[src/rtl/v1_pulse_gen.sv]
// Synthetic detector pulse source: baseline plus linear-rise / exponential-decay pulse.
// Optional pile-up acceptance during DECAY is enabled with `define V1_PULSE_GEN_PILEUP_EN.
module v1_pulse_gen #(
  parameter int SIZE_ADC_DATA = 14,
  parameter int BASELINE      = 512,
  parameter int RISE_SHIFT    = 2,
  parameter int TAU_SHIFT     = 4
) (
  input  logic                     clk,
  input  logic                     reset,
  input  logic                     start,
  input  logic [SIZE_ADC_DATA-1:0] amplitude,
  output logic [SIZE_ADC_DATA-1:0] adc_data,
  output logic                     busy,
  output logic                     pulse_done,
  output logic [7:0]               drop_count
);

  localparam int PW = SIZE_ADC_DATA + 1;
  localparam int CW = RISE_SHIFT + 1;
  localparam logic [CW-1:0]              RISE_LAST = CW'((1 << RISE_SHIFT) - 1);
  localparam logic [SIZE_ADC_DATA+1:0]   ADC_MAX   = (SIZE_ADC_DATA+2)'((1 << SIZE_ADC_DATA) - 1);
  localparam logic [SIZE_ADC_DATA+1:0]   BASE_W    = (SIZE_ADC_DATA+2)'(BASELINE);
  localparam logic [SIZE_ADC_DATA-1:0]   BASE_ADC  = SIZE_ADC_DATA'(BASELINE);

  typedef enum logic [1:0] {IDLE, RISE, DECAY} state_t;

  state_t                   state_q;
  logic [PW-1:0]            pv_q;
  logic [SIZE_ADC_DATA-1:0] amp_q;
  logic [SIZE_ADC_DATA-1:0] step_q;
  logic [CW-1:0]            rise_cnt_q;
`ifdef V1_PULSE_GEN_PILEUP_EN
  logic [PW-1:0]            base_q;
`endif

  logic [SIZE_ADC_DATA-1:0] amp_step;
  logic [PW-1:0]            decay_dec;
  logic [SIZE_ADC_DATA+1:0] adc_sum;
  logic [SIZE_ADC_DATA-1:0] adc_d;
  logic                     accept_pile;
  logic                     drop;

  function automatic logic [SIZE_ADC_DATA-1:0] sat_adc(input logic [SIZE_ADC_DATA+1:0] s);
    if (s > ADC_MAX) return {SIZE_ADC_DATA{1'b1}};
    return s[SIZE_ADC_DATA-1:0];
  endfunction

  function automatic logic [PW-1:0] sat_add(input logic [PW-1:0] a, input logic [PW-1:0] b);
    logic [PW:0] s;
    s = {1'b0, a} + {1'b0, b};
    if (s[PW]) return {PW{1'b1}};
    return s[PW-1:0];
  endfunction

  always_comb begin
    amp_step  = amplitude >> RISE_SHIFT;
    decay_dec = pv_q >> TAU_SHIFT;
    adc_sum   = BASE_W + (SIZE_ADC_DATA+2)'(pv_q);
    adc_d     = sat_adc(adc_sum);
`ifdef V1_PULSE_GEN_PILEUP_EN
    accept_pile = start && (state_q == DECAY);
`else
    accept_pile = 1'b0;
`endif
    drop = start && (state_q != IDLE) && !accept_pile;
  end

  assign busy = (state_q != IDLE);

  always_ff @(posedge clk) begin
    if (reset) begin
      state_q    <= IDLE;
      pv_q       <= '0;
      amp_q      <= '0;
      step_q     <= '0;
      rise_cnt_q <= '0;
      adc_data   <= BASE_ADC;
      pulse_done <= 1'b0;
      drop_count <= '0;
`ifdef V1_PULSE_GEN_PILEUP_EN
      base_q     <= '0;
`endif
    end else begin
      adc_data   <= adc_d;
      pulse_done <= 1'b0;
      if (drop && (drop_count != 8'hFF)) drop_count <= drop_count + 8'd1;

      case (state_q)
        IDLE: begin
          pv_q <= '0;
          if (start) begin
            amp_q      <= amplitude;
            step_q     <= amp_step;
            rise_cnt_q <= CW'(1);
`ifdef V1_PULSE_GEN_PILEUP_EN
            base_q     <= '0;
`endif
            if (RISE_SHIFT == 0) begin
              pv_q    <= PW'(amplitude);
              state_q <= DECAY;
            end else begin
              pv_q    <= PW'(amp_step);
              state_q <= RISE;
            end
          end
        end

        RISE: begin
          // Last rise step lands on the exact peak, discarding shift truncation.
          if (rise_cnt_q == RISE_LAST) begin
`ifdef V1_PULSE_GEN_PILEUP_EN
            pv_q <= sat_add(base_q, PW'(amp_q));
`else
            pv_q <= PW'(amp_q);
`endif
            state_q <= DECAY;
          end else begin
            pv_q       <= sat_add(pv_q, PW'(step_q));
            rise_cnt_q <= rise_cnt_q + CW'(1);
          end
        end

        DECAY: begin
          if (accept_pile) begin
`ifdef V1_PULSE_GEN_PILEUP_EN
            base_q     <= pv_q;
            amp_q      <= amplitude;
            step_q     <= amp_step;
            rise_cnt_q <= CW'(1);
            if (RISE_SHIFT == 0) begin
              pv_q <= sat_add(pv_q, PW'(amplitude));
            end else begin
              pv_q    <= sat_add(pv_q, PW'(amp_step));
              state_q <= RISE;
            end
`endif
          end else if (decay_dec == '0) begin
            pv_q       <= '0;
            state_q    <= IDLE;
            pulse_done <= 1'b1;
          end else begin
            pv_q <= pv_q - decay_dec;
          end
        end

        default: state_q <= IDLE;
      endcase
    end
  end

endmodule
[config.mk]
export PLATFORM = sky130hd
export DESIGN_NAME = v1_pulse_gen
export DESIGN_NICKNAME = d
export VERILOG_FILES = /design/src/rtl/v1_pulse_gen.sv
export SDC_FILE = /design/constraint.sdc
export NUM_CORES = 1
export LEC_CHECK = 0
export BUFFER_PORTS_ARGS = -buffer_cell sky130_fd_sc_hd__buf_2
export CORE_ASPECT_RATIO = 0.9
export CORE_MARGIN = 8
export CORE_UTILIZATION = 40
export CTS_CLUSTER_DIAMETER = 150
export DETAILED_ROUTE_END_ITERATION = 8
export PLACE_DENSITY = 0.58
export SLEW_MARGIN = 20
export SYNTH_ARGS = -nofsm -noshare
export SYNTH_HDL_FRONTEND = slang
export SYNTH_SLANG_ARGS = --single-unit
[constraint.sdc]
create_clock -name clk -period 4.9 [get_ports clk]
set_input_delay 0.245 -clock clk [delete_from_list [all_inputs] [get_ports clk]]
set_output_delay 0.245 -clock clk [all_outputs]
set_load 0.05 [all_outputs]
After elaboration in Yosys (flattened, before gate mapping):

Index checks and enable logic that the tools add are counted.

* register bits after elaboration: 69
* bits in latches: 0
* memory bits (writable): 0
* ROM bits: 0
* input bits: 17
* logic and storage cells: 55
* memories: 0

* $add $sub $neg: 5
* $mul: 0
* divide/modulo/power cells: 0
* $lt $le $gt $ge: 1
* equal/unequal tests: 8
* shift operators: 0
* muxes and demuxes: 21
* bitwise operators: 1
* reductions and logical operators: 11

Operators by type and width (number)
* two-way mux 15 bit: 4
* case mux 15 bit (3 select lines): 1
* two-way mux 14 bit: 2
* adder 10 x 15 -> 16 bit, first input constant: 1
* adder 15 x 12 -> 16 bit: 1
* greater-than comparator 16 x 14 -> 1 bit, second input constant: 1
* zero test 15 bit: 1
* subtractor 15 x 11 -> 15 bit: 1
* two-way mux 12 bit: 1
* adder 8 x 1 -> 8 bit, second input constant: 1
* inequality test 2 bit, second input constant: 4
* inequality test 8 bit, second input constant: 1
* two-way mux 1 bit: 6
* two-way mux 2 bit: 3
* two-way mux 3 bit: 2
* case mux 2 bit (3 select lines): 1
* case mux 3 bit (2 select lines): 1
* AND reduction 3 bit: 2
* nonzero test 2 bit: 2
* adder 3 x 1 -> 3 bit, second input constant: 1
* equality test 3 x 2 -> 1 bit, second input constant: 1
* nonzero test 3 bit: 1
* equality test 2 x 1 -> 1 bit, second input constant: 1
* equality test 2 bit, second input constant: 1
* 5 further kinds: 6

Logic depth before layout (Yosys ltp):

* depth after elaboration: 8
* mapped depth: 11
* mapped depth without buffers: 11

Worst setup path before layout:

No wires, ideal clock.

* path type: register to register
* start point: reg pv_q[4]
* end point: reg pv_q[14]
* arrival: 2.261 ns
* data required time: 4.821 ns
* setup slack: 2.560 ns
* cell stages (with the launch flop): 11
* path through: dfxtp_1 -> ha_1 -> inv_1 -> fa_1 -> a211oi_1 -> o21ai_0 -> a41oi_1 -> nand2b_1 -> nor2_1 -> o31a_1 -> o211ai_1

* cells in the longest elaborated chain, start to end: 8
* elaborated cells on any way between the ends: 11
* classes of those cells: add/sub: 2; mux: 8; reduce/logical: 1

RTL lines
* from (decl): RTL line 29 `logic [PW-1:0] pv_q;`
* from (signal assigned): RTL line 100 `pv_q <= PW'(amplitude);`
* from (signal assigned): RTL line 103 `pv_q <= PW'(amp_step);`
* from (signal assigned): RTL line 115 `pv_q <= PW'(amp_q);`
* adder 15 x 12 -> 16 bit: RTL line 51 `s = {1'b0, a} + {1'b0, b};`
* two-way mux 1 bit: RTL line 52 `if (s[PW]) return {PW{1'b1}};`
* two-way mux 1 bit: RTL line 111 `if (rise_cnt_q == RISE_LAST) begin`
* two-way mux 1 bit: RTL line 89 `case (state_q)`
* two-way mux 1 bit: RTL line 72 `if (reset) begin`
* two-way mux 15 bit: RTL line 53 `return s[PW-1:0];`
* two-way mux 15 bit: RTL line 111
* case mux 15 bit (3 select lines) *: RTL line 89

Every way passes the cells marked *; elsewhere a longest branch is shown, timed or not. The select of a mux whose other input is x is not followed.
A chain may end at the register's enable or synchronous reset.

Final worst setup path:

Same ends and word-level chain as after synthesis.

==> qor.yml <==
fp-row-count: 34
n_fill_cell: 981
clk_pin_slew_ns: 0.06
wl_um: 11700
final_area_um2: 4330
drv_cap: 0
antenna_found_initial: 0
ff_latch_area_um2: 1140
syn_nets: 534
drtIter0Drc: 339
h-tree-depth: 3
fp.dieArea_um2: 13100
vdd_drop_max_mv: 0.134
drcViolationCount: 0
pre_cts_ws_ns: 2.20
start_util: 0.406
period_minus_slack_ns: 2.75
cts.sinks: 57
drtPass1Iterations: 5
die_w_um: 120
placed_cells: 630
tns_ns: 0
combPwrFrac: 0.275
synth_warnings: 0
worstSkewPairLatency_ns: 0.34
powerDensity_nw_per_um2: 302
multi_input_area_um2: 2520
cts_tree: "built"
path_cells: "ha_1 -> inv_1 -> fa_1 -> a211oi_1 -> o21ai_0 -> a41oi_1 -> nand2b_1 -> nor2_1 -> o31a_1 -> o211ai_1"
slew_viol_final: 0
dp_hpwl_um: 8680
cts_setup_buffers: 0
cts_resized: 0
path_class: "flop to flop"
crit_path_max_incr_delay_ns: 0.47
place.gp.congestion: 0.950
rsz0062_at_grt: "no"
cpMaxStageDelayCell: "dfxtp_1"
area_growth_pct: 11.9
syn_inst: 484
grt_overflow: 0
cp-end-kind: "flop"
p_switching_uw: 446
finalHoldWorstSlack_ns: 0.146
boundaryPins: 41
setup.worst_path.start_class: "flop"
ys_seq_elements: 57
core_um2: 9530
ys_types: 64
leakage_nw: 1.74
synth_area_leaders: "dfxtp_1, ha_1, a21oi_1"
netlist_area_um2: 3870
synth_top_area_share: 0.295
yosysTopAreaCell: "dfxtp_1"
die_h_um: 109
syn_area_per_cell_um2: 8.00
place_area_um2: 4150
clockPowerShare: 0.329
grtUsageTotal: 0.179
layout.cells.non_filler: 644
hold_violations: 0
status: "completed"
grt_pass1_vias: 3593
diodes: 0
numCtsBuffers: 9
vias: 3744
cts_root_buf: "clkbuf_8"
setup-violations-final: 0
power_mw: 1.31
drive_gt1_frac: 0.129
nets: 565
cp_top_family: "compound AO/OA/AOI/OAI gates"
slew_headroom: 0.402
seqPwrFrac: 0.396
async_flop_share: 0
p_int_uw: 861
min-delay-path-class: "input port to flop"
cp_data_arrival_time_ns: 3.01
fin_worst_skew_ns: 0.00781
hold_buffers: 0
fin_ws_ns: 2.15
cts_buffer_depth: 2
via_per_inst: 5.81
ys_seq_area_frac: 0.295
switching_share: 0.341
synthFlopType: "dfxtp_1"
ant_nets: 0
grt_max_degree: 36
fmax_mhz: 364
crit_path_max_fanout: 6
fin_util: 0.455
required_ns: 5.16
max_slew.worst_pin.slew_ns: 0.897
io_buffer_count: 40
synth_edf_count: 0
grt_pass1_wl_um: 18800
final.period_utilization: 0.561
wl_per_cell_um: 18.2
worst-path-buf-inv: 1
[final cells by class]
class,instances,area share
clock buffer,10,0.0318
timing repair buffer,42,0.0497
tap,126,0.0364
clock inverter,4,0.0104
inverter,31,0.0269
sequential,57,0.263
multi-input combinational,374,0.582
[cells in the final DEF (no fill, tap or decap), types with 3 or more instances in the layout]
cell / Yosys / routed
o21a_1: 6 / 6
nor2b_1: 7 / 7
a211o_1: 4 / 4
nand3b_1: 4 / 4
nand4_1: 5 / 5
nand3_1: 10 / 10
o21ai_0: 18 / 18
xnor2_1: 11 / 11
or3_1: 5 / 5
nor3_1: 5 / 5
dfxtp_1: 57 / 57
nor4_1: 5 / 5
a21o_1: 5 / 5
clkinv_2: 0 / 3
nand2b_1: 6 / 6
a211oi_1: 13 / 13
clkbuf_8: 0 / 10
xor2_1: 10 / 10
a21oi_1: 63 / 63
buf_2: 3 / 40
nand2_1: 56 / 56
o221ai_1: 9 / 9
ha_1: 31 / 31
o211ai_1: 8 / 8
o2111ai_1: 4 / 4
inv_1: 31 / 31
nor2_1: 29 / 29
and3_1: 8 / 8
o31a_1: 6 / 6
a31oi_1: 6 / 6
[state kept, by name, summed over array words and instances, names as in the netlist]
name,count
pv_q,15
adc_data,14
rise_cnt_q,3
pulse_done,1
amp_q,14
drop_count,8
state_q,2
[synthesized netlist by cell type, types with 2 or more instances]
cell type and number:
nor3_1 5, dfxtp_1 57, xor2_1 10, o21a_1 6, nor2_1 29, o211ai_1 8
o31ai_1 2, o31a_1 6, ha_1 31, nor2b_1 7, a21oi_1 63, nand2_1 56
nand4_1 5, a32oi_1 2, a211o_1 4, buf_2 3, clkbuf_1 18, a221oi_1 2
nand3_1 10, o221ai_1 9, o21ai_0 18, o2111ai_1 4, a31oi_1 6, fa_1 2
nand2b_1 6, or3_1 5, and3_1 8, a21o_1 5, nor4_1 5, a211oi_1 13
o21ai_1 2, inv_1 31, xnor2_1 11, a21boi_0 2, nand3b_1 4
[path summary, 6_finish.rpt]
kind	startpoint	endpoint	slack (ns)	cells past startpoint
setup / recovery	pv_q[4]	pv_q[14]	2.15	10
setup reg to reg	pv_q[4]	pv_q[14]	2.15	10
hold / removal	amplitude[0]	amp_q[0]	0.15	3
hold reg to reg	amp_q[1]	amp_q[1]	0.47	2
[per-layer routing]
| layer | vias to the layer above | global-route usage | wire length (um) |
|---|---|---|---|
| met2 | 131 | 0.275 | 5200 |
| met4 | 0 | 0.0801 | 314 |
| met1 | 1744 | 0.235 | 5460 |
| li1 | 1839 | - | - |
| met5 | - | 0 | 0 |
| met3 | 30 | 0.0467 | 767 |
[worst min-delay path, cell delays in order]
cell and delay, ns:
buf_2 0.10, nand2_1 0.04, a21oi_1 0.05
[power groups by stage]
stage	logic, mW	registers, mW	clock network, mW
after floorplan	0.254	0.538	0
after global routing	0.393	0.521	0.466
after CTS	0.353	0.517	0.441
final	0.360	0.517	0.430
after global placement	0.350	0.526	0
after detailed placement	0.351	0.527	0
[cells by family after synthesis]
| kind of cell | Yosys count | share of synthesized area |
|---|---|---|
| and+or+nand+nor | 149 | 0.185 |
| xor gates and xnor gates | 21 | 0.0475 |
| AOI/OAI and AO/OA | 170 | 0.305 |
| adders and majority gates | 33 | 0.111 |
| muxes | 1 | 0.00259 |
| buffers and inverters | 53 | 0.0543 |
| DFF | 57 | 0.295 |
Note: power is estimated with default switching activity, not from simulation.
